$ cat src/rtl/parking_controller.sv
// Four-slot parking controller: synchronized entry/exit sensing, occupancy
// tracking, and a blinking door light restarted by every accepted event.
module parking_controller #(
   parameter int unsigned BLINK_HALF  = 10_000_000,
   parameter int unsigned BLINK_COUNT = 3
) (
   input  logic       clk,
   input  logic       reset,
   input  logic       entry_sensor,
   input  logic       exit_sensor,
   input  logic [1:0] switch,
   output logic [3:0] parking_slots,
   output logic [2:0] capacity,
   output logic       full,
   output logic       door_pulse,
   output logic       door_open_light
);
   localparam int unsigned HALF_W  = $clog2(BLINK_HALF + 1);
   localparam int unsigned PHASE_W = $clog2(2 * BLINK_COUNT + 1);
   localparam logic [HALF_W-1:0]  HALF_LAST  = HALF_W'(BLINK_HALF - 1);
   localparam logic [PHASE_W-1:0] PHASE_LAST = PHASE_W'(2 * BLINK_COUNT - 1);

   typedef enum logic {IDLE, BLINK} light_state_t;
   light_state_t state, state_next;

   // [0],[1] form the synchronizer; [2] is the delayed copy for edge detection
   logic [2:0]         entry_sync, exit_sync;
   logic               entry_rise, exit_rise;
   logic [3:0]         slots_next;
   logic               pulse_next, light_next;
   logic [HALF_W-1:0]  half_cnt, half_next;
   logic [PHASE_W-1:0] phase_cnt, phase_next;

   always_ff @(posedge clk) begin
      if (!reset) begin
         entry_sync      <= '0;
         exit_sync       <= '0;
         parking_slots   <= '0;
         door_pulse      <= 1'b0;
         door_open_light <= 1'b0;
         half_cnt        <= '0;
         phase_cnt       <= '0;
         state           <= IDLE;
      end else begin
         entry_sync      <= {entry_sync[1:0], entry_sensor};
         exit_sync       <= {exit_sync[1:0], exit_sensor};
         parking_slots   <= slots_next;
         door_pulse      <= pulse_next;
         door_open_light <= light_next;
         half_cnt        <= half_next;
         phase_cnt       <= phase_next;
         state           <= state_next;
      end
   end

   assign entry_rise = entry_sync[1] & ~entry_sync[2];
   assign exit_rise  = exit_sync[1] & ~exit_sync[2];

   // Simultaneous entry and exit edges cancel each other out.
   always_comb begin
      slots_next = parking_slots;
      pulse_next = 1'b0;
      if (entry_rise && !exit_rise && !parking_slots[switch]) begin
         slots_next[switch] = 1'b1;
         pulse_next         = 1'b1;
      end else if (exit_rise && !entry_rise && parking_slots[switch]) begin
         slots_next[switch] = 1'b0;
         pulse_next         = 1'b1;
      end
   end

   always_comb begin
      state_next = state;
      light_next = door_open_light;
      half_next  = half_cnt;
      phase_next = phase_cnt;
      if (door_pulse) begin
         state_next = BLINK;
         light_next = 1'b1;
         half_next  = '0;
         phase_next = '0;
      end else if (state == BLINK) begin
         if (half_cnt == HALF_LAST) begin
            half_next = '0;
            if (phase_cnt == PHASE_LAST) begin
               state_next = IDLE;
               light_next = 1'b0;
               phase_next = '0;
            end else begin
               phase_next = phase_cnt + 1'b1;
               light_next = ~door_open_light;
            end
         end else begin
            half_next = half_cnt + 1'b1;
         end
      end
   end

   assign capacity = 3'd4 - 3'($countones(parking_slots));
   assign full     = &parking_slots;

endmodule

$ cat config.mk
export PLATFORM = sky130hd
export DESIGN_NAME = parking_controller
export DESIGN_NICKNAME = d
export VERILOG_FILES = /design/src/rtl/parking_controller.sv
export SDC_FILE = /design/constraint.sdc
export NUM_CORES = 1
export LEC_CHECK = 0
export ABC_AREA = 1
export BUFFER_PORTS_ARGS = -buffer_cell sky130_fd_sc_hd__buf_2
export CAP_MARGIN = 25
export CORE_UTILIZATION = 38
export DETAILED_ROUTE_END_ITERATION = 12
export HOLD_SLACK_MARGIN = 0.02
export PLACE_DENSITY = 0.67
export SYNTH_ARGS = -nofsm -noshare
export SYNTH_HDL_FRONTEND = slang
export SYNTH_SLANG_ARGS = --single-unit
$ cat constraint.sdc
create_clock -name clk -period 1.6 [get_ports clk]
set_clock_uncertainty 0.1 [all_clocks]
set_input_delay 0.24 -clock clk [delete_from_list [all_inputs] [get_ports clk]]
set_output_delay 0.24 -clock clk [all_outputs]
set_load 0.02 [all_outputs]
# Yosys cells after proc, flatten, opt, wreduce, memory -nomap -nowiden
# Cells that the tools add are included.
dict set report totals {
  register_bits 40
  in_bits 6
  output_inout_bits 10
  elab_cells 60
}
dict set report classes {
  n_addsub 6
  n_lt_le_gt_ge 2
  n_eq_ne 2
  mux 18
  bitwise_logic 9
  reduce_logical 15
}
# operator n
set ops {}
lappend ops {{adder 24 x 1 -> 24 bit (second input constant)} 1}
lappend ops {{== test 24 bit (second input constant)} 1}
lappend ops {{2-to-1 mux 24 bit} 1}
lappend ops {{2-to-1 mux 1 bit} 12}
lappend ops {{2-to-1 mux 4 bit} 2}
lappend ops {{nonzero test 2 bit} 3}
lappend ops {{logical AND 1 bit} 5}
lappend ops {{adder 1 x 1 -> 2 bit} 2}
lappend ops {{bitwise AND 4 bit} 1}
lappend ops {{inverter 1 bit} 4}
lappend ops {{inverter 4 bit} 1}
lappend ops {{bitwise OR 4 bit} 1}
lappend ops {{AND reduction 2 bit} 2}
lappend ops {{AND reduction 4 bit} 1}
lappend ops {{adder 2 x 2 -> 3 bit} 1}
lappend ops {{adder 3 x 1 -> 3 bit (second input constant)} 1}
lappend ops {{== test 3 bit (second input constant)} 1}
lappend ops {{zero test 1 bit} 3}
lappend ops {{less-than comparator 2 x 3 -> 1 bit (second input constant)} 1}
lappend ops {{2-to-1 mux 3 bit} 1}
lappend ops {{subtractor 3 bit (first input constant)} 1}
lappend ops {{bitwise AND 1 bit} 2}
lappend ops {{binary-select mux 1 bit (select 2 bit)} 1}
lappend ops {{demux 1 bit (select 2 bit)} 1}
lappend ops {{2 further kinds} 2}

# Logic depth before layout (Yosys ltp)
# Gate-level depths: netlist of the first run.
dict set report depth {
  ltp_word 8
  ltp_mapped 10
  mapped_depth_nobuf 10
}

# Worst setup path after synthesis of the first run
# OpenSTA, ideal clock, no wires.
dict set report synth_timing {
  kind {register to output}
  from {reg with a tool-made name}
  to {out capacity[1]}
  arrival_time_ps 1514
  required_ps 1260
  setup_slack_ps -254
  path_stages_with_launch 5
  path_buffers 0
  path_cell_list {dfxtp_1 -> fa_1 -> inv_1 -> ha_1 -> ha_1}
}
# item line
set synth_lines {}
lappend synth_lines {{end, declared} 13} ;# output logic [2:0] capacity,

==> flow_summary.yaml, run 1 <==
run_status:
  outcome: "complete, but fails checks"
  violations: "negative setup slack"
synthesis:
  syn_inst: 317
  synth.avg_cell_area_sq_um: 6.670
  synthFlopType: "dfxtp_1"
  syn-cell-area_sq_um: 2115
  synth_top_area_share_pct: 37.87
  syn_nets: 327
  synth_area_leaders: "dfxtp_1, nand2_1, nor2_1"
  synth_warnings: 0
  seq_area_frac_synth_pct: 37.87
  synth_seq_cells: 40
  async_reset_ff_share_pct: 0
  synth_top_area_cell: "dfxtp_1"
  synth_edf_count: 0
  yosysUniqueCellTypes: 31
die:
  dieWidth_um: 76.60
  dieArea_sq_um: 5867
  row_count: 26
  die_h_um: 76.60
  core_sq_um: 5238
  num_io_pins: 16
  start_util_pct: 40.37
layout:
  area_delta_synth_final_pct: 31.42
  stdcell_count: 433
  drive_gt1_share_pct: 26.72
  final_nets: 372
  diodes: 0
  fill_cells: 511
worst_setup_path:
  worstSetupPathType: "reg -> out"
  crit_arrival_ps: 1740
  rrSetupSlack_ps: 20
  cp-end-kind: "primary output"
  startpoint_type: "register"
  crit_fanout: 2
  r2r_cells: 9
  rr_endpoint: "half_cnt[14]$_SDFFE_PP0P_"
  cp.required_ps: 1260
  timing.rr.start: "half_cnt[0]$_SDFFE_PP0P_"
timing:
  fin_hold_ws_ps: 108.6
  slew_headroom_pct: 72.22
  hold_viol_final: 0
  fin_tns_setup_ps: -1199
  fin_ws_ps: -476.1
  worst_slew_pin_slew_ps: 416.7
  setup_viol: 3
  rsz0062_at_grt: "true"
  fin_crit_sh_pct: 129.8
  slew_viol_final: 0
  timing.fmax_mhz: 481.7
  finalCriticalPeriod_ps: 2076
cts:
  clockBufferDepth: 2
  htreeDepth: 2
  clk_pin_slew_ps: 80
  root_buffer: "clkbuf_8"
  worstSkewPairLatency_ps: 290
  clock-sinks: 40
  cts_tree: "built"
  numCtsBuffers: 5
power_and_ir_drop:
  seq_power_share_pct: 50.5
  p_leak_nw: 1.136
  total_power_mw: 2.008
  combPwrFrac_pct: 7.2
  switching_power_uw: 470.2
  swShare_pct: 23.42
  p_int_mw: 1.538
  power.density_nw_per_um2: 722.5
  ir_drop_mv: 0.6732
  clockPowerShare_pct: 42.4
min_path:
  holdCritPathClass: "in -> reg"
  holdPathStages: 3
  hp-start: "reset"
  worst_hold_path.endpoint: "exit_sync[0]$_SDFF_PN0_"
drt:
  wl_per_cell_um: 10.97
  drc: 0
  wl_um: 4751
  avgViaCountPerCell: 4.822
  final_antenna_net_count: 0
  drt_iter0_drc: 86
  num_vias: 2088
  dr.pass1.iters: 5
job:
  drv_cap: 0
place:
  io_buffers: 15
  dpl.hpwl_um: 3463
  numPlacedInstances: 422
  place_congestion: 0.8783
  place_ws_ps: -197.2
global_routing:
  gr-total-overflow: 0
  antenna_found_initial: 0
  grt_pass1_vias: 1913
  track_usage_pct: 17.01
  grt_start_max_net_pins: 15
  grt_pass1_wl_um: 8093
[timing repair]
action	4_1_cts	5_1_grt
setup buffers	1	1
hold buffers	2	0
hold endpoints to repair	2	0
resized for setup	16	33
pin swaps	10	18
endpoints found under the setup margin	23	28
[synth_stat cells (2+ instances only)]
cell	instances
nand2_1	75
nor2_1	55
inv_1	47
dfxtp_1	40
nand3_1	22
a21oi_1	17
o21ai_0	9
nand4_1	8
nor2_2	6
nor3_2	5
xor2_1	5
nor3_1	4
ha_1	3
inv_2	2
nand3_2	2
xnor2_1	2
[worst max-delay path by stage]
stage / cells past startpoint / end
final: 5 / capacity[1]
after global routing: 5 / capacity[1]
after CTS: 5 / capacity[1]
after detailed placement: 5 / capacity[1]
after global placement: 5 / capacity[1]
after floorplan: 4 / capacity[1]
[state kept, by name (all words and copies together) (netlist names), named ones only]
name	flops
entry_sync	3
phase_cnt	3
door_pulse	1
door_open_light	1
half_cnt	24
exit_sync	3
state	1
[kinds of logic after synthesis]
group           synth area share [%]
xor+xnor                       2.899
compound gates                 6.746
buf+inv                        9.823
simple gates                   39.94
fa+ha+maj                      2.722
flops                          37.87
[routing by layer]
metal  wire [um]  share of wire [%]  global-route usage (%)
met1        2285                 48                   21.32
met2        2262                 48                   28.20
met3         135                2.8                   3.713
met4          67                1.4                   6.731
met5           0                  0                       0
[final cells by class]
class | count | area [sq um] | area share, %
multi-input cells | 225 | 1265 | 45.52
clock inverters | 3 | 45.04 | 1.621
flip-flops and latches | 40 | 814.5 | 29.31
well taps | 70 | 87.58 | 3.152
repair buffers | 41 | 314.1 | 11.30
inverters | 49 | 183.9 | 6.619
clock buffers | 5 | 68.82 | 2.476
[cell usage in the layout, fill, tap and decap left out, types with 2 or more instances in the layout]
master	instances
buf_6	5
ha_4	3
nand3_4	3
nand4_1	8
xnor2_1	2
nor2_4	5
dlygate4sd3_1	2
o21ai_1	2
nand2_1	70
a21oi_1	17
nand3_1	20
nor2_1	43
dfxtp_1	33
inv_1	46
buf_4	21
nand2_4	3
clkbuf_8	5
nor3_1	4
nand2_2	3
nor3b_2	2
o21ai_0	7
dfxtp_2	5
xor2_1	5
nor2_2	14
buf_2	12
nor3_2	4
inv_2	3
dfxtp_4	2
[worst max-delay path, cell delays in order, from the launching register on]
cell and delay (ps):
dfxtp_4 350, fa_1 540, inv_2 40, ha_4 150, ha_4 250, buf_6 100
[per-stage QoR]
step / cell area (sq um) / util [%]
final: 2779 / 53.06
after global routing: 2779 / 53.06
after CTS: 2666 / 50.91
after detailed placement: 2472 / 47.21
after global placement: 2472 / 47.21
after floorplan: 2148 / -
[power by group through the flow]
stage	combinational [mW]	clock [mW]	sequential (mW)
global placement	0.123	0	1.03
global route	0.159	0.921	1.02
detailed placement	0.125	0	1.04
CTS	0.141	0.872	1.01
floorplan	0.0813	0	1.04
finish	0.144	0.851	1.01
(Power assumes the default switching activity.)
==> run 2: changes to the inputs <==
--- a/config.mk
+++ b/config.mk
@@ -8,9 +8,11 @@
 export ABC_AREA = 1
 export BUFFER_PORTS_ARGS = -buffer_cell sky130_fd_sc_hd__buf_2
 export CAP_MARGIN = 25
+export CORE_MARGIN = 5
 export CORE_UTILIZATION = 38
 export DETAILED_ROUTE_END_ITERATION = 12
 export HOLD_SLACK_MARGIN = 0.02
+export MAX_ROUTING_LAYER = met4
 export PLACE_DENSITY = 0.67
 export SYNTH_ARGS = -nofsm -noshare
 export SYNTH_HDL_FRONTEND = slang
==> run 2 against run 1 <==
The flow still finishes with violations (negative setup slack). Worst setup slack worse by 13 ps. Critical path depth unchanged. First-iteration DRC count decreased by 1.2%. Cell count increased by 1.4%. Sequential share of layout area shrank 1.3 points. Global-route usage is 2.9 points lower. Critical path type unchanged. Highest routed layer unchanged.
==> flow_summary.yaml, run 2 (same netlist as run 1, synthesis figures left out) <==
place:
  place_congestion: 0.9007
  dpl.hpwl_um: 3577
  place_ws_ps: -222.9
  io_buffers: 15
timing:
  rsz0062_at_grt: "true"
  fin_crit_sh_pct: 130.6
  slew_viol_final: 0
  timing.fmax_mhz: 478.7
  worst_slew_pin_slew_ps: 372.1
  setup_viol: 4
  fin_ws_ps: -488.8
  hold_viol_final: 0
  slew_headroom_pct: 75.19
  finalCriticalPeriod_ps: 2089
drt:
  dr.pass1.iters: 4
  final_antenna_net_count: 0
  avgViaCountPerCell: 4.927
  wl_um: 5170
  wl_per_cell_um: 11.78
  num_vias: 2163
  drt_iter0_drc: 85
  drc: 0
worst_setup_path:
  crit_fanout: 2
  cp-end-kind: "primary output"
  rr_endpoint: "half_cnt[14]$_SDFFE_PP0P_"
  crit_arrival_ps: 1750
  timing.rr.start: "half_cnt[0]$_SDFFE_PP0P_"
  worstSetupPathType: "reg -> out"
  r2r_cells: 9
  rrSetupSlack_ps: -20
  startpoint_type: "register"
  cp.required_ps: 1260
cts:
  clockBufferDepth: 2
  clock-sinks: 40
  htreeDepth: 2
  cts_tree: "built"
  root_buffer: "clkbuf_8"
  worstSkewPairLatency_ps: 290
  numCtsBuffers: 5
  clk_pin_slew_ps: 80
die:
  start_util_pct: 38.64
  num_io_pins: 16
  row_count: 27
  core_sq_um: 5473
  dieArea_sq_um: 7156
  die_h_um: 84.60
  dieWidth_um: 84.60
layout:
  seq_area_sq_um: 815.8
  fill_cells: 535
  multi_input_area_sq_um: 1345
  diodes: 0
  final_common_cell: "nand2_1"
  largest_register_ffs: 24
  final_cell_mix: "nand2_1, inv_1, nor2_1"
  final_nets: 376
  drive_gt1_share_pct: 31.61
  area_delta_synth_final_pct: 37.57
  top_register: "half_cnt"
  fin_util_pct: 53.15
min_path:
  holdPathStages: 3
  holdCritPathClass: "in -> reg"
  hp-start: "entry_sensor"
  worst_hold_path.endpoint: "entry_sync[0]$_SDFF_PN0_"
power_and_ir_drop:
  ir_drop_mv: 0.5205
  p_leak_nw: 1.212
  power.density_nw_per_um2: 688.8
global_routing:
  grt_pass1_vias: 2027
  grt_pass1_wl_um: 8273
  track_usage_pct: 14.09
  gr-total-overflow: 0
  grt_start_max_net_pins: 14
  antenna_found_initial: 0
run_status:
  violations: "negative setup slack"
  outcome: "complete, but fails checks"
job:
  drv_cap: 0
[run 2: where the power goes]
| part | total [mW] | internal [mW] | leakage (nW) | switching (mW) |
|---|---|---|---|---|
| clock network | 0.827 | 0.462 | 0.0541 | 0.365 |
| logic | 0.163 | 0.0723 | 0.829 | 0.0908 |
| registers | 1.01 | 1.00 | 0.328 | 0.00915 |
| total | 2.00 | 1.54 | 1.21 | 0.465 |
[run 2: final cells by class]
type,count,area share [%]
clock inverters,3,1.462
inverters,49,6.581
flip-flops and latches,40,28.04
multi-input cells,225,46.24
well taps,72,3.097
repair buffers,45,12.22
clock buffers,5,2.366
[run 2: metal layers]
layer	track usage (%)	part of all wire (%)
met4	3.741	1.3
met5	-	0
met1	16.85	44
met2	23.99	52
met3	2.944	3.1
[run 2: metrics by stage]
stage	cell area, sq um	hold WS (ps)	setup TNS, ps	instances	total power [mW]
2_1_floorplan	2148	237.6	-127.9	317	1.121
3_3_place_gp	2492	295.5	-963.9	428	1.159
3_5_place_dp	2492	299.7	-1281	428	1.164
4_1_cts	2694	21.19	-1278	439	2.000
5_1_grt	2909	64.04	-2286	439	2.079
6_report	2909	27.87	-1246	439	2.004
[run 2: repair_timing]
action	in CTS	in global routing
pin swaps	13	28
setup buffers	2	0
setup endpoints to repair	18	27
gates resized for setup	19	61
endpoints found under the hold margin	1	0
hold buffers	1	0
[run 2: critical path, stage by stage, from the launching register on]
cell and delay [ps]:
dfxtp_4 350, fa_1 550, inv_2 50, ha_4 150, ha_4 250, buf_6 100
[run 2: worst max-delay path by stage]
stage | to | depth (start not counted) | start
2_1_floorplan | capacity[1] | 4 | register
3_3_place_gp | capacity[1] | 5 | register
3_5_place_dp | capacity[1] | 5 | register
4_1_cts | capacity[1] | 5 | register
5_1_grt | capacity[1] | 5 | register
6_report | capacity[1] | 5 | register
==> run 3: changes to the inputs <==
--- a/config.mk
+++ b/config.mk
@@ -9,11 +9,11 @@
 export BUFFER_PORTS_ARGS = -buffer_cell sky130_fd_sc_hd__buf_2
 export CAP_MARGIN = 25
 export CORE_MARGIN = 5
-export CORE_UTILIZATION = 38
+export CORE_UTILIZATION = 35
 export DETAILED_ROUTE_END_ITERATION = 12
 export HOLD_SLACK_MARGIN = 0.02
 export MAX_ROUTING_LAYER = met4
-export PLACE_DENSITY = 0.67
+export PLACE_DENSITY = 0.63
 export SYNTH_ARGS = -nofsm -noshare
 export SYNTH_HDL_FRONTEND = slang
 export SYNTH_SLANG_ARGS = --single-unit
==> run 3 against run 2 <==
The run still ends with negative setup slack left. Sequential power is essentially flat. Count of clock-buffer cells in the layout is the same. Via count shrank 4.4%. Largest cell class unchanged.
==> flow_summary.yaml, run 3 (same netlist as run 1, synthesis figures left out) <==
worst_setup_path:
  rrSetupSlack_ps: 40
  rr_endpoint: "half_cnt[18]$_SDFFE_PP0P_"
  worstSetupPathType: "reg -> out"
  r2r_cells: 9
  cp.required_ps: 1260
  crit_arrival_ps: 1750
  cp-end-kind: "primary output"
  crit_fanout: 2
  timing.rr.start: "half_cnt[0]$_SDFFE_PP0P_"
  startpoint_type: "register"
die:
  dieArea_sq_um: 7696
  row_count: 28
  die_h_um: 87.73
  core_sq_um: 5886
  dieWidth_um: 87.73
  start_util_pct: 35.93
  num_io_pins: 16
job:
  drv_cap: 0
global_routing:
  track_usage_pct: 14.25
  grt_start_max_net_pins: 15
  gr-total-overflow: 0
  grt_pass1_vias: 2000
  grt_pass1_wl_um: 8514
  antenna_found_initial: 0
place:
  numPlacedInstances: 429
  place_congestion: 0.8312
  dpl.hpwl_um: 3676
  io_buffers: 15
min_path:
  holdPathStages: 3
  worst_hold_path.endpoint: "entry_sync[0]$_SDFF_PN0_"
  holdCritPathClass: "in -> reg"
  hp-start: "entry_sensor"
layout:
  diodes: 0
  final_cell_mix: "nand2_1, inv_1, nor2_1"
  area_delta_synth_final_pct: 34.67
  largest_register_ffs: 24
  stdcell_count: 442
  final_nets: 376
  drive_gt1_share_pct: 29.97
  top_register: "half_cnt"
  final_common_cell: "nand2_1"
timing:
  timing.fmax_mhz: 478.3
  fin_tns_setup_ps: -1230
  worst_slew_pin_slew_ps: 376.7
  hold_viol_final: 0
  rsz0062_at_grt: "true"
  fin_crit_sh_pct: 130.7
  finalCriticalPeriod_ps: 2091
  setup_viol: 3
  slew_viol_final: 0
  fin_hold_ws_ps: 29.51
  fin_ws_ps: -490.6
  slew_headroom_pct: 74.89
cts:
  cts_tree: "built"
  htreeDepth: 2
  numCtsBuffers: 5
  clock-sinks: 40
  clockBufferDepth: 2
  root_buffer: "clkbuf_8"
  worstSkewPairLatency_ps: 300
  clk_pin_slew_ps: 80
drt:
  drt_iter0_drc: 92
  wl_per_cell_um: 11.27
  wl_um: 4980
  dr.pass1.iters: 4
  num_vias: 2067
  final_antenna_net_count: 0
  avgViaCountPerCell: 4.676
  drc: 0
run_status:
  outcome: "complete, but fails checks"
  violations: "negative setup slack"
power_and_ir_drop:
  power.density_nw_per_um2: 709.1
  ir_drop_mv: 0.4403
  p_leak_nw: 1.175
[run 3: cell count changes in the layout (fill, tap and decap cells not counted), moves of 3 or more]
| cell | before | now |
|---|---|---|
| buf_4 | 20 | 25 |
| buf_6 | 12 | 7 |
| nand2_1 | 63 | 69 |
| nand2_2 | 8 | 5 |
[run 3: final cells by class]
type / instances / area, sq um
Clock buffer: 5 / 68.82
Clock inverter: 3 / 47.55
Fill cell: 577 / 3038
Inverter: 49 / 186.4
Multi-Input combinational cell: 225 / 1296
Sequential cell: 40 / 818.3
Tap cell: 75 / 93.84
Timing Repair Buffer: 45 / 336.6
[run 3: power breakdown]
| part | switching, mW | internal, mW |
|---|---|---|
| Combinational | 0.0846 | 0.0628 |
| Sequential | 0.00803 | 1.01 |
| Clock | 0.389 | 0.470 |
[run 3: routing by layer]
metal | routed length [um] | GRT usage (%) | vias to the layer above
met5 | 0 | - | -
met4 | 94 | 5.718 | 0
met3 | 171 | 2.446 | 8
met2 | 2383 | 23.36 | 31
met1 | 2330 | 17.30 | 928
li1 | - | - | 1100
[run 3: repair_timing]
action,CTS,global route
resized for setup,14,48
pin swaps,9,21
endpoints found under the hold margin,1,0
hold buffers,1,0
endpoints found under the setup margin,16,27
setup buffers,1,4
[run 3: worst max-delay path, cell delays in order, from the launching register on]
cell	delay, ps
dfxtp_4	350
fa_1	540
inv_2	40
ha_4	150
ha_4	250
buf_6	110
[run 3: worst max path at each step]
stage / from / end / slack, ps / depth (start not counted)
final: register / capacity[1] / -490 / 5
after global routing: register / capacity[1] / -550 / 5
after CTS: register / capacity[1] / -510 / 5
after detailed placement: register / capacity[1] / -220 / 5
after global placement: register / capacity[1] / -200 / 5
after floorplan: register / capacity[1] / -120 / 4
[run 3: stage by stage]
step           utilization (%)  total power [mW]  setup WS [ps]  area [sq um]
2_1_floorplan                -             1.121         -119.9          2148
3_3_place_gp             42.16             1.159         -197.2          2481
3_5_place_dp             42.16             1.163         -218.2          2481
4_1_cts                  45.22             2.038         -505.8          2661
5_1_grt                  48.38             2.100         -548.1          2848
6_report                 48.38             2.019         -490.6          2848
